### config.mk
export PLATFORM = sky130hd
export DESIGN_NAME = uart_bit_rx
export DESIGN_NICKNAME = d
export VERILOG_FILES = /design/src/rtl/uart_pkg.sv /design/src/rtl/uart_bit_rx_sync2.sv /design/src/rtl/uart_bit_rx.sv
export SDC_FILE = /design/constraint.sdc
export NUM_CORES = 1
export LEC_CHECK = 0
export ABC_CLOCK_PERIOD_IN_PS = 1700
export CAP_MARGIN = 10
export CORE_ASPECT_RATIO = 0.5
export CORE_UTILIZATION = 33
export DETAILED_ROUTE_END_ITERATION = 12
export MAX_ROUTING_LAYER = met4
export PLACE_DENSITY = 0.52
export SYNTH_ARGS = -nofsm -noshare
export SYNTH_HDL_FRONTEND = slang
export SYNTH_SLANG_ARGS = --single-unit
### constraint.sdc
create_clock -name clk -period 1.7 [get_ports clk]
set_input_delay 0.17 -clock clk [delete_from_list [all_inputs] [get_ports clk]]
set_output_delay 0.17 -clock clk [all_outputs]
set_load 0.005 [all_outputs]
### src/rtl/uart_pkg.sv
// Shared types and default constants for the UART bit receiver.
package uart_pkg;

    typedef enum logic [1:0] {
        IDLE  = 2'd0,
        START = 2'd1,
        DATA  = 2'd2,
        STOP  = 2'd3
    } state_t;

    localparam int CLKS_PER_BIT_MIDI = 1600;
    localparam int DATA_BITS_DEFAULT = 8;

endpackage

### src/rtl/uart_bit_rx_sync2.sv
// Two-flop synchroniser for an asynchronous single-bit input.
module sync2 #(
    parameter logic RESET_VAL = 1'b1
) (
    input  logic clk,
    input  logic reset,
    input  logic d,
    output logic q
);

    logic meta;

    // Double-register the input; both flops take the idle level on reset.
    always_ff @(posedge clk) begin
        if (reset) begin
            meta <= RESET_VAL;
            q    <= RESET_VAL;
        end else begin
            meta <= d;
            q    <= meta;
        end
    end

endmodule

### src/rtl/uart_bit_rx.sv
// Oversampling UART receiver front end: recovers data bits LSB first and
// emits one-cycle strobes per bit plus frame start/done/error pulses.
module uart_bit_rx
    import uart_pkg::*;
#(
    parameter int CLKS_PER_BIT = CLKS_PER_BIT_MIDI,
    parameter int DATA_BITS    = DATA_BITS_DEFAULT
) (
    input  logic clk,
    input  logic reset,
    input  logic rx,
    output logic bit_data,
    output logic bit_valid,
    output logic frame_start,
    output logic frame_done,
    output logic frame_err,
    output logic busy
);

    localparam int CNT_W = $clog2(CLKS_PER_BIT);
    localparam logic [CNT_W-1:0] HALF_LAST = CNT_W'(CLKS_PER_BIT / 2 - 1);
    localparam logic [CNT_W-1:0] BIT_LAST  = CNT_W'(CLKS_PER_BIT - 1);
    localparam logic [2:0]       IDX_LAST  = 3'(DATA_BITS - 1);

    state_t           state, state_n;
    logic [CNT_W-1:0] cnt, cnt_n;
    logic [2:0]       idx, idx_n;
    logic             rx_s, rx_prev;
    logic             bit_data_n, bit_valid_n;
    logic             frame_start_n, frame_done_n, frame_err_n;

    sync2 #(.RESET_VAL(1'b1)) u_sync (
        .clk   (clk),
        .reset (reset),
        .d     (rx),
        .q     (rx_s)
    );

    assign busy = (state != IDLE);

    // State, counters, edge register and registered outputs.
    always_ff @(posedge clk) begin
        if (reset) begin
            state       <= IDLE;
            cnt         <= '0;
            idx         <= '0;
            rx_prev     <= 1'b1;
            bit_data    <= 1'b0;
            bit_valid   <= 1'b0;
            frame_start <= 1'b0;
            frame_done  <= 1'b0;
            frame_err   <= 1'b0;
        end else begin
            state       <= state_n;
            cnt         <= cnt_n;
            idx         <= idx_n;
            rx_prev     <= rx_s;
            bit_data    <= bit_data_n;
            bit_valid   <= bit_valid_n;
            frame_start <= frame_start_n;
            frame_done  <= frame_done_n;
            frame_err   <= frame_err_n;
        end
    end

    // Next-state logic: half-bit confirm of the start bit, then one
    // sample per whole bit period so every sample lands mid-bit.
    always_comb begin
        state_n       = state;
        cnt_n         = cnt;
        idx_n         = idx;
        bit_data_n    = bit_data;
        bit_valid_n   = 1'b0;
        frame_start_n = 1'b0;
        frame_done_n  = 1'b0;
        frame_err_n   = 1'b0;
        case (state)
            IDLE: begin
                // Edge-only detection: a line stuck low never retriggers.
                if (rx_prev && !rx_s) begin
                    state_n = START;
                    cnt_n   = '0;
                end
            end
            START: begin
                if (cnt == HALF_LAST) begin
                    if (!rx_s) begin
                        state_n       = DATA;
                        cnt_n         = '0;
                        idx_n         = '0;
                        frame_start_n = 1'b1;
                    end else begin
                        state_n = IDLE;
                    end
                end else begin
                    cnt_n = cnt + 1'b1;
                end
            end
            DATA: begin
                if (cnt == BIT_LAST) begin
                    bit_data_n  = rx_s;
                    bit_valid_n = 1'b1;
                    cnt_n       = '0;
                    idx_n       = idx + 3'd1;
                    if (idx == IDX_LAST) begin
                        state_n = STOP;
                    end
                end else begin
                    cnt_n = cnt + 1'b1;
                end
            end
            STOP: begin
                if (cnt == BIT_LAST) begin
                    frame_done_n = rx_s;
                    frame_err_n  = !rx_s;
                    cnt_n        = '0;
                    state_n      = IDLE;
                end else begin
                    cnt_n = cnt + 1'b1;
                end
            end
            default: begin
                state_n = IDLE;
            end
        endcase
    end

endmodule

==> results.txt <==
The post-route met1 wirelength came out at 1440 um. The biggest area contributor in the post-synthesis netlist is sky130_fd_sc_hd__dfxtp_1. The area share of xor/xnor cells in the synthesized design is 0.0218. The final estimated routing congestion in global placement is 0.785.

The number of hold violations in the final report came out at 0. Detailed routing inserted a total of 1008 vias. The starting density of the core came out at 0.349. The net count reported at finish came out at 164. The final wirelength is 2680 um.

In this run the clock root is driven by a sky130_fd_sc_hd__clkbuf_8. The combined buffer and inverter count along the critical path is 1. The number of antenna violations at the first check in global routing was 0. Entering global routing, the biggest net connects 15 pins.

Summing all multi-input logic gate instances after layout gives 683 um^2. The total number of clock tree sinks is 24. The multiplexer share of the synthesized area came out at 0.00832. The share of the Yosys chip area taken by registers is 0.399. The start-to-end type of the worst setup path is reg2reg.

The cell area after placement is 1450 um^2. The number of clock buffers inserted by TritonCTS is 3. The CTS H-tree depth is 1. The maximum clock frequency is 609 MHz.

The largest individual stage delay along the critical path comes from the cell sky130_fd_sc_hd__dfxtp_2. The share of the synthesized area in the top cell type is 0.399. Yosys attributes the largest share of cell area to sky130_fd_sc_hd__dfxtp_1, sky130_fd_sc_hd__nand3_1, sky130_fd_sc_hd__a21oi_1.

Of the cells placed in the final design, the portion with a size suffix greater than 1 is 0.242. Synthesis produced a netlist whose cell count is 134. The hold buffer count at cts came out at 0.

In this run, synthesis inferred 0 flip-flops with an integrated enable. Power spread over the standard cell area amounts to 760 nW/um^2. The critical path goes through ha_2, and4_4, buf_4, nand3b_1, o21bai_4, o21ba_1, a211oi_1. The tightest min-delay check is of the reg2reg type.

After synthesis, the largest family of logic cells by area is simple AND/OR/NAND/NOR gates. In the global route stage, overall resource usage came out at 0.154. The worst register-to-register path has a setup slack of 0.06 ns. The routed via count divided by cell count is 4.85.

The maximum fanout count along the critical path is 5. The share of the cycle needed by the critical path after routing is 0.965. The clock transition at the register clock pins on the worst setup and hold paths after CTS came out at 0.09 ns.

The netlist area before placement came out at 1200 um^2. Synthesis produced a netlist with a net count of 140. STA classifies the critical path endpoint as a register. The final critical-path required period came out at 1.64 ns. The footprint of the flip-flops and latches came out at 487 um^2.

Once layout is done, the placed cells without fillers occupy 1530 um^2. The standby leakage power came out at 0.563 nW. The final worst clock skew is 0.00389 ns.

The total negative slack for setup checks came out at 0 ns. The number of max-slew violations in the final report is 0. Post-CTS timing repair inserted 0 buffers for setup. After synthesis the netlist holds a flip-flop and latch count of 24.

STA classifies the critical path startpoint as a register. Routed signal wires occupy layers up through met4. The pre-CTS setup slack came out at -0.0157 ns. The latest clock arrival within the worst-skew pair came out at 0.27 ns.

Fill cells in the final layout number 354. The number of global-route vias before repair was 888. The commonest non-fill, non-tap cell in the layout is sky130_fd_sc_hd__dfxtp_1.

The number of ports placed on the die boundary is 9. Once routing completed, OpenROAD measured the worst setup slack at 0.0590 ns. The number of core rows came out at 15. Setup repair after global routing could not meet its margin everywhere.

Relative to the synthesized area, the layout overhead comes to 27.2%. The number of setup violations in the final report is 0. Headroom to the max-slew limit came out at 0.801.

Summed over all layers, the global routing overflow is 0. VDD sags by at most 0.312 mV. The overall die area came out at 3910 um^2. Of all flip-flops after synthesis, the portion carrying an async set or reset was 0. The fraction of the mapped netlist area in compound gates is 0.159. The port buffer count came out at 8. The core region is 3450 um^2. For this run, the leading register cell type out of synthesis is sky130_fd_sc_hd__dfxtp_1.

The yosys synthesis warning count came out at 0. The HPWL after detailed placement is 1920 um. The count of unique library cells instantiated by Yosys is 41. The synthesized area per cell came out at 8.98 um^2. The DRC violation total after the first TritonRoute iteration is 44. TritonCTS built the clock tree. Counting along the longest clock path gives a buffer depth of 2. The total inserted antenna cells is 0.

The met2 wire length is 1150 um. The peak per-stage delay on the critical path came out at 0.34 ns. The tool flagged a number of max-cap violations equal to 0. The area fraction in and, or, nand and nor cells after synthesis came out at 0.335. Dividing the detail-routed wire length by the instance count gives 12.9 um. The library cells used most frequently in the layout, excluding fill and tap cells, are sky130_fd_sc_hd__dfxtp_1, sky130_fd_sc_hd__buf_4, sky130_fd_sc_hd__nand2_1, sky130_fd_sc_hd__nor2_1, sky130_fd_sc_hd__nand3_1. The wire length of the first global-routing pass is 4360 um. The worst slack on hold paths came out at 0.410 ns. The adder-cell share of the synthesized area came out at 0.0312.

The count of nets left with antenna violations after detail routing is 0. In the detailed route, the total length drawn on met3 is 79 um. The die width came out at 87.4 um. STA puts the critical path data arrival time at 1.84 ns. The remaining routing DRC violations is 0. The slew at the pin closest to its max-slew limit came out at 0.296 ns. The cell family contributing the most delay on the critical path is compound AO/OA/AOI/OAI gates.

The flow ran to the end, and the final reports show no timing, DRC or antenna violations. The required time reported for the critical path endpoint came out at 1.90 ns. The number of iterations in the first detailed-routing pass came out at 6. In this run the vertical extent of the chip is 44.7 um.
==> synthesized netlist by cell type, types with 2 or more instances <==
| library cell | number |
|---|---|
| sky130_fd_sc_hd__a22oi_1 | 4 |
| sky130_fd_sc_hd__and4_1 | 3 |
| sky130_fd_sc_hd__and3_1 | 2 |
| sky130_fd_sc_hd__nand3b_1 | 2 |
| sky130_fd_sc_hd__nand4_1 | 3 |
| sky130_fd_sc_hd__xnor2_1 | 2 |
| sky130_fd_sc_hd__buf_6 | 2 |
| sky130_fd_sc_hd__nand3_1 | 11 |
| sky130_fd_sc_hd__a31oi_1 | 4 |
| sky130_fd_sc_hd__ha_1 | 3 |
| sky130_fd_sc_hd__or2_1 | 3 |
| sky130_fd_sc_hd__a21oi_1 | 10 |
| sky130_fd_sc_hd__o21ai_1 | 2 |
| sky130_fd_sc_hd__inv_1 | 3 |
| sky130_fd_sc_hd__nand2b_1 | 2 |
| sky130_fd_sc_hd__and2_1 | 2 |
| sky130_fd_sc_hd__clkbuf_1 | 3 |
| sky130_fd_sc_hd__or3_1 | 5 |
| sky130_fd_sc_hd__dfxtp_1 | 24 |
| sky130_fd_sc_hd__buf_2 | 2 |
| sky130_fd_sc_hd__nor2_1 | 11 |
| sky130_fd_sc_hd__nand2_1 | 12 |
==> cell families after synthesis <==
group / count (synthesis)
AOI/OAI and AO/OA: 28
xor gates and xnor gates: 3
adders and majority gates: 3
muxes: 1
DFF: 24
buffers and inverters: 10
and+or+nand+nor: 65
==> worst paths after layout <==
| check | startpoint | endpoint | depth (start not counted) |
|---|---|---|---|
| setup reg to reg | cnt[1] | cnt[7] | 7 |
| hold reg to reg | u_sync.meta | u_sync.q | 1 |
| setup / recovery | cnt[1] | cnt[7] | 7 |
| hold / removal | u_sync.meta | u_sync.q | 1 |
==> per-layer routing <==
metal / track usage / up-vias
met1: 0.214 / 469
li1: - / 525
met4: 0.0197 / 0
met2: 0.225 / 12
met5: - / -
met3: 0.0494 / 2
==> state kept, by name (all words and copies together), names as in the netlist, named ones only <==
name,cells
bit_data,1
bit_valid,1
cnt,11
frame_done,1
frame_err,1
frame_start,1
idx,3
rx_prev,1
state,1
u_sync.meta,1
u_sync.q,1
==> worst reg2reg max path, delay by kind of cell (launching register included) <==
family	cells	cell delay (ns)
AO/OA/AOI/OAI	3	0.56
adder cells (fa/ha/maj)	1	0.17
buffers and inverters	1	0.14
flip-flops	1	0.34
AND/OR/NAND/NOR	2	0.36
==> final cells by class <==
| type | instances | share of cell area |
|---|---|---|
| inverters | 3 | 0.00735 |
| clock buffers | 3 | 0.0270 |
| multi-input cells | 100 | 0.446 |
| clock inverters | 1 | 0.0196 |
| flip-flops and latches | 24 | 0.318 |
| well taps | 51 | 0.0417 |
| repair buffers | 26 | 0.141 |
==> timing repair <==
item,in CTS,in global routing
pin swaps,0,7
endpoints found under the setup margin,6,14
hold endpoints to repair,0,0
gates resized for setup,3,4
==> per-stage QoR <==
step | cells | util | power, mW
2_1_floorplan | 134 | - | 0.626
3_3_place_gp | 204 | 0.419 | 0.657
3_5_place_dp | 204 | 0.419 | 0.657
4_1_cts | 208 | 0.441 | 1.17
5_1_grt | 208 | 0.443 | 1.21
6_report | 208 | 0.443 | 1.16
==> power by group <==
| part | switching (mW) | leakage [nW] | internal (mW) |
|---|---|---|---|
| Combinational | 0.0364 | 0.331 | 0.0362 |
| Clock | 0.204 | 0.0357 | 0.315 |
| Sequential | 0.00439 | 0.196 | 0.568 |
| Total | 0.245 | 0.563 | 0.919 |
(Power assumes the default switching activity.)
